### src/rtl/forward_neuron_if.sv
// Stream bundle for forward_neuron: start/bias, (x, w) input pairs, and
// the net/activated result handshake.
interface forward_neuron_if;
  logic        start;
  logic [31:0] bias;
  logic        in_valid;
  logic        in_ready;
  logic [31:0] x_in;
  logic [31:0] w_in;
  logic        out_valid;
  logic        out_ready;
  logic [31:0] net_out;
  logic [31:0] act_out;
  logic        busy;

  modport master (
    output start, bias, in_valid, x_in, w_in, out_ready,
    input  in_ready, out_valid, net_out, act_out, busy
  );

  modport slave (
    input  start, bias, in_valid, x_in, w_in, out_ready,
    output in_ready, out_valid, net_out, act_out, busy
  );
endinterface

### src/rtl/forward_neuron.sv
// Sequential single-neuron forward pass: acc = bias + sum(x*w), then
// hard-sigmoid clamp(0.25*acc + 0.5, 0, 1), both presented on a valid/ready output.
module forward_neuron #(
  parameter int unsigned N_INPUTS = 2,
  parameter logic [31:0] QUARTER  = 32'h3E800000,
  parameter logic [31:0] HALF     = 32'h3F000000,
  parameter logic [31:0] ONE      = 32'h3F800000
) (
  input logic             clk,
  input logic             rst_n,
  forward_neuron_if.slave bus
);

  typedef enum logic [1:0] {IDLE, ACCUM, ACT, DONE} state_t;

  localparam logic [7:0] LAST = 8'(N_INPUTS - 1);

  state_t      state, state_nxt;
  logic [31:0] acc;
  logic [7:0]  cnt;
  logic [31:0] net_r;
  logic [31:0] act_r;
  logic        fire;
  logic [31:0] prod;
  logic [31:0] acc_sum;
  logic [31:0] y;

  // Round-to-nearest-even on a normalised fraction; subnormals flush to zero.
  function automatic logic [31:0] round_pack(input logic sgn, input int e_in,
                                             input logic [22:0] frac,
                                             input logic g, input logic st);
    logic [23:0] m;
    int          e;
    e = e_in;
    m = {1'b0, frac};
    if (g && (st || frac[0])) m = m + 24'd1;
    if (m[23]) begin
      e = e + 1;
      m = 24'd0;
    end
    if (e >= 255) return {sgn, 8'hFF, 23'd0};
    if (e <= 0) return {sgn, 31'd0};
    return {sgn, e[7:0], m[22:0]};
  endfunction

  function automatic logic [31:0] fmul(input logic [31:0] a, input logic [31:0] b);
    logic        sgn;
    logic [47:0] p;
    int          e;
    sgn = a[31] ^ b[31];
    if (a[30:23] == 8'hFF) return {sgn, a[30:0]};
    if (b[30:23] == 8'hFF) return {sgn, b[30:0]};
    if (a[30:23] == 8'd0 || b[30:23] == 8'd0) return {sgn, 31'd0};
    p = 48'({1'b1, a[22:0]}) * 48'({1'b1, b[22:0]});
    e = int'(a[30:23]) + int'(b[30:23]) - 127;
    if (p[47]) return round_pack(sgn, e + 1, p[46:24], p[23], |p[22:0]);
    return round_pack(sgn, e, p[45:23], p[22], |p[21:0]);
  endfunction

  function automatic logic [31:0] fadd(input logic [31:0] a_in, input logic [31:0] b_in);
    logic [31:0] a, b;
    logic [49:0] ext;
    logic [26:0] ma, mb;
    logic [27:0] s;
    int          e, d;
    if (a_in[30:23] == 8'hFF) return a_in;
    if (b_in[30:23] == 8'hFF) return b_in;
    if (a_in[30:23] == 8'd0 && b_in[30:23] == 8'd0) return {a_in[31] & b_in[31], 31'd0};
    if (a_in[30:23] == 8'd0) return b_in;
    if (b_in[30:23] == 8'd0) return a_in;
    if (a_in[30:0] >= b_in[30:0]) begin
      a = a_in;
      b = b_in;
    end else begin
      a = b_in;
      b = a_in;
    end
    e   = int'(a[30:23]);
    d   = e - int'(b[30:23]);
    ma  = {1'b1, a[22:0], 3'b000};
    ext = {1'b1, b[22:0], 26'd0} >> d;
    mb  = {ext[49:24], |ext[23:0]};
    if (a[31] == b[31]) begin
      s = {1'b0, ma} + {1'b0, mb};
      if (s[27]) begin
        s = {1'b0, s[27:2], s[1] | s[0]};
        e = e + 1;
      end
    end else begin
      s = {1'b0, ma} - {1'b0, mb};
      if (s == 28'd0) return 32'd0;
      for (int i = 0; i < 27; i++) begin
        if (!s[26]) begin
          s = s << 1;
          e = e - 1;
        end
      end
    end
    return round_pack(a[31], e, s[25:3], s[2], |s[1:0]);
  endfunction

  // Negative results (including -0) clamp to +0; anything at or above 1.0 saturates.
  function automatic logic [31:0] hard_clamp(input logic [31:0] v);
    if (v[31]) return 32'd0;
    if (v[30:0] >= ONE[30:0]) return ONE;
    return v;
  endfunction

  assign fire    = bus.in_valid && (state == ACCUM);
  assign prod    = fmul(bus.x_in, bus.w_in);
  assign acc_sum = fadd(acc, prod);
  assign y       = fadd(fmul(acc, QUARTER), HALF);

  always_ff @(posedge clk or negedge rst_n) begin
    if (!rst_n) state <= IDLE;
    else        state <= state_nxt;
  end

  always_comb begin
    state_nxt = state;
    case (state)
      IDLE:    if (bus.start) state_nxt = ACCUM;
      ACCUM:   if (fire && cnt == LAST) state_nxt = ACT;
      ACT:     state_nxt = DONE;
      DONE:    if (bus.out_ready) state_nxt = IDLE;
      default: state_nxt = IDLE;
    endcase
  end

  always_ff @(posedge clk or negedge rst_n) begin
    if (!rst_n) begin
      acc   <= 32'd0;
      cnt   <= 8'd0;
      net_r <= 32'd0;
      act_r <= 32'd0;
    end else begin
      case (state)
        IDLE: begin
          if (bus.start) begin
            acc <= bus.bias;
            cnt <= 8'd0;
          end
        end
        ACCUM: begin
          if (fire) begin
            acc <= acc_sum;
            cnt <= cnt + 8'd1;
          end
        end
        ACT: begin
          net_r <= acc;
          act_r <= hard_clamp(y);
        end
        default: ;
      endcase
    end
  end

  assign bus.in_ready  = (state == ACCUM);
  assign bus.out_valid = (state == DONE);
  assign bus.busy      = (state != IDLE);
  assign bus.net_out   = net_r;
  assign bus.act_out   = act_r;

endmodule
### src/flat_wrapper.sv
// flat-port wrapper written by rule: the top's interface ports become plain ports
module forward_neuron_flat 
#(
  parameter int unsigned N_INPUTS = 2,
  parameter logic [31:0] QUARTER  = 32'h3E800000,
  parameter logic [31:0] HALF     = 32'h3F000000,
  parameter logic [31:0] ONE      = 32'h3F800000
)
  (clk, rst_n, bus_start, bus_bias, bus_in_valid, bus_x_in, bus_w_in, bus_out_ready, bus_in_ready, bus_out_valid, bus_net_out, bus_act_out, bus_busy);
  forward_neuron_if bus_i ();
  input logic clk;
  input logic rst_n;
  input wire logic [$bits(bus_i.start)-1:0] bus_start;
  input wire logic [$bits(bus_i.bias)-1:0] bus_bias;
  input wire logic [$bits(bus_i.in_valid)-1:0] bus_in_valid;
  input wire logic [$bits(bus_i.x_in)-1:0] bus_x_in;
  input wire logic [$bits(bus_i.w_in)-1:0] bus_w_in;
  input wire logic [$bits(bus_i.out_ready)-1:0] bus_out_ready;
  output wire logic [$bits(bus_i.in_ready)-1:0] bus_in_ready;
  output wire logic [$bits(bus_i.out_valid)-1:0] bus_out_valid;
  output wire logic [$bits(bus_i.net_out)-1:0] bus_net_out;
  output wire logic [$bits(bus_i.act_out)-1:0] bus_act_out;
  output wire logic [$bits(bus_i.busy)-1:0] bus_busy;
  assign bus_i.start = bus_start;
  assign bus_i.bias = bus_bias;
  assign bus_i.in_valid = bus_in_valid;
  assign bus_i.x_in = bus_x_in;
  assign bus_i.w_in = bus_w_in;
  assign bus_i.out_ready = bus_out_ready;
  assign bus_in_ready = bus_i.in_ready;
  assign bus_out_valid = bus_i.out_valid;
  assign bus_net_out = bus_i.net_out;
  assign bus_act_out = bus_i.act_out;
  assign bus_busy = bus_i.busy;
  forward_neuron #(.N_INPUTS(N_INPUTS), .QUARTER(QUARTER), .HALF(HALF), .ONE(ONE)) u_core (.clk(clk), .rst_n(rst_n), .bus(bus_i));
endmodule
### config.mk
export PLATFORM = sky130hd
export DESIGN_NAME = forward_neuron_flat
export DESIGN_NICKNAME = d
export VERILOG_FILES = /design/src/rtl/forward_neuron_if.sv /design/src/rtl/forward_neuron.sv /design/src/flat_wrapper.sv
export SDC_FILE = /design/constraint.sdc
export NUM_CORES = 2
export LEC_CHECK = 0
export CAP_MARGIN = 20
export CORE_MARGIN = 2
export CORE_UTILIZATION = 40
export CTS_BUF_LIST = sky130_fd_sc_hd__clkbuf_16
export DETAILED_ROUTE_END_ITERATION = 16
export DONT_BUFFER_PORTS = 1
export SLEW_MARGIN = 25
export SYNTH_ARGS = -nofsm -noshare
export SYNTH_HDL_FRONTEND = slang
export SYNTH_SLANG_ARGS = --single-unit
### constraint.sdc
create_clock -name clk -period 62 [get_ports clk]
set_clock_uncertainty 0.1 [all_clocks]
set_input_delay 12.4 -clock clk [delete_from_list [all_inputs] [get_ports clk]]
set_output_delay 12.4 -clock clk [all_outputs]
set_load 0.005 [all_outputs]
==> flow_summary_export.csv <==
group,metric,value,unit
outcome,outcome,"finished, final reports clean",
worst_setup_path,r2r_end,"u_core.acc[15]",
synthesis,ys.flop_type,"dfrtp_1",
cells_and_area,final_area,93000,µm²
worst_setup_path,reg2reg_from,"u_core.acc[23]",
run,max_cap_viol_count,0,
clock_network,cts_resized,0,
worst_setup_path,crit_path_top_delay_cell,"o21ai_1",
cells_and_area,nFillCells,23840,
synthesis,ys_warn_count,0,
floorplan,core-area,222000,µm²
clock_network,ctsHoldBuffers,0,
cells_and_area,seqCellArea,2630,µm²
drt,wl,368000,µm
synthesis,synth-edff-count,0,
sta,slew_headroom,16.9,%
sta,post-route-min-period,56.68,ns
worst_setup_path,crit_fanout,66,
clock_network,clockBufferDepth,2,
sta,fin_crit_sh,91.4,%
synthesis,synthDistinctLibCells,139,
worst_setup_path,cp_data_arrival_time,56.95,ns
drt,detail_route.wl_per_cell,23.4,µm
sta,hold_viol,0,
floorplan,io_pins,168,
drt,ant_nets,0,
drt,drt_iter0_drc,10238,
worst_setup_path,slowest_delay,0.88,ns
hold_path,hold_end,"u_core.bus.act_out[1]",
worst_setup_path,setup.worst_path.end_class,"register",
grt,grt.overflow.total,0,
floorplan,die_h,477,µm
clock_network,cts_buffers,9,
clock_network,h-tree-depth,3,
cells_and_area,drive_above_1_share,5.63,%
worst_setup_path,ff2ff_setup_slack,27.00,ns
sta,slew_violations,0,
synthesis,yosys-top-cells-area,"fa_1 11%, xnor2_1 7.4%, nand2_1 6.1%",
grt,track_usage,30.7,%
floorplan,rows,173,
floorplan,die_w,477,µm
cells_and_area,layout.nets,13719,
clock_network,clk_pin_slew,0.10,ns
drt,vias,99198,
sta,setup_viol,0,
worst_setup_path,path_common_cell,"ha_1",
floorplan,die_area,227000,µm²
sta,worst_pin_slew,1.25,ns
cells_and_area,syn2layout_area_growth,3.99,%
clock_network,cts_tree,"yes",
worst_setup_path,reg2regPathDepth,131,
hold_path,min_path_type,"reg -> reg",
synthesis,synth_seq_cells,105,
place,place_hpwl,294000,µm
hold_path,whs_path_depth,2,
sta,max_freq,0.0176,GHz
grt,grt_pass1_wl,560000,µm
clock_network,cts-root-buf,"clkbuf_16",
drt,viasPerCell,6.31,
worst_setup_path,crit_required,62.26,ns
synthesis,avgSynthCellArea,6.82,µm²
place,routabilityCongestion,1.03,
hold_path,hold_path_startpoint,"u_core.bus.act_out[1]",
clock_network,cts.sinks,105,
drt,drcViolationCount,0,
worst_setup_path,crit_type,"in -> reg",
synthesis,synth_top_area_share,10.9,%
grt,grt_max_degree,106,
worst_setup_path,timing.critical_path.from_type,"input pin",
floorplan,initial_utilization,40.2,%
cells_and_area,multi_input_area,81500,µm²
synthesis,netlist_instances,13118,
clock_network,clkLatencyLatePin,0.45,ns
synthesis,synth.cell_area,89500,µm²
sta,tns,0,ns
synthesis,yosysSeqAreaShare,2.94,%
drt,dr.pass1.iters,7,
synthesis,yosysMostFrequentCell,"nand2_1",
grt,grt_pass1_vias,91189,
clock_network,cts_setup_buffers,0,
grt,antenna_found_initial,33,
place,port_buffers,0,
synthesis,async_flop_share,100,%
sta,rsz0062_at_grt,"no",
place,dpl_cell_area,92600,µm²
synthesis,yosys-top-cells-count,"1,445 x nand2_1, 1,215 x nor2_1, 826 x inv_1, 755 x xnor2_1, 727 x a21oi_1",
synthesis,synth_top_cell_by_area,"fa_1",
## cell usage in the layout, fill, tap and decap left out, types with 166 or more instances in the layout
cell type and instances:
nand2_1 1445, nor2_1 1209, inv_1 826, xnor2_1 748, a21oi_1 726, o21ai_0 597, nand3_1 547, nor3_1 495
fa_1 486, ha_1 415, and2_1 404, xor2_1 358, nand4_1 243, a211oi_1 221, buf_4 216, and3_1 212
nor4_1 184, o211ai_1 183, a31oi_1 170, or3_1 166
## logic make-up after synthesis
kind of cell    share of synthesized area, %
other cells                          0.00839
fa+ha+maj                               16.8
flops                                   2.94
simple gates                            32.6
mux                                     3.14
compound gates                          26.3
buf+inv                                 6.40
xor+xnor                                11.9
## sequential cells by signal, indices dropped and copies added, names as in the netlist
register and cells:
u_core.bus.act_out 31, u_core.state 2, u_core.bus.net_out 32, u_core.acc 32
u_core.cnt 8
## per-stage QoR
step,hold slack [ns],cells,utilization (%),setup WS [ns]
CTS,0.428,15694,41.8,6.18
global placement,0.403,15678,41.7,5.94
global route,0.457,15705,41.8,2.68
detailed placement,0.405,15678,41.7,5.85
floorplan,0.374,13133,-,10.44
finish,0.419,15714,41.9,5.32
## how the worst max path moves through the flow
stage,from,to,slack (ns),depth (start not counted)
4_1_cts,bus_w_in[8],u_core.acc[15],6.18,170
3_3_place_gp,bus_w_in[8],u_core.acc[15],5.94,163
6_report,bus_w_in[8],u_core.acc[15],5.32,160
5_1_grt,bus_w_in[8],u_core.acc[11],2.68,163
2_1_floorplan,bus_w_in[12],u_core.acc[11],10.44,187
3_5_place_dp,bus_w_in[8],u_core.acc[15],5.85,170
## critical path: cells and delay by family
family,cells,cell delay [ns]
AOI/OAI and AO/OA,46,12.92
xor gates and xnor gates,8,3.41
adders and majority gates,29,11.00
buffers and inverters,19,3.51
muxes,9,2.21
and+or+nand+nor,49,11.37
## metal layers
metal / global-route usage [%] / routed length (µm)
met1: 41.5 / 159000
met2: 47.3 / 159000
met3: 5.41 / 31700
met4: 14.1 / 18600
met5: 0 / 130
## area by class of cell
class                           count  area share (%)
Clock buffer                        9           0.242
Timing Repair Buffer              217            1.75
Antenna cell                       19          0.0511
Clock inverter                      7          0.0982
Sequential cell                   105            2.83
Multi-Input combinational cell  11539            87.6
Tap cell                         2975            4.00
Inverter                          843            3.40
Power is left out: the tool's default activity adds up to more than one toggle a clock period on the data nets, which glitch-free logic cannot reach.
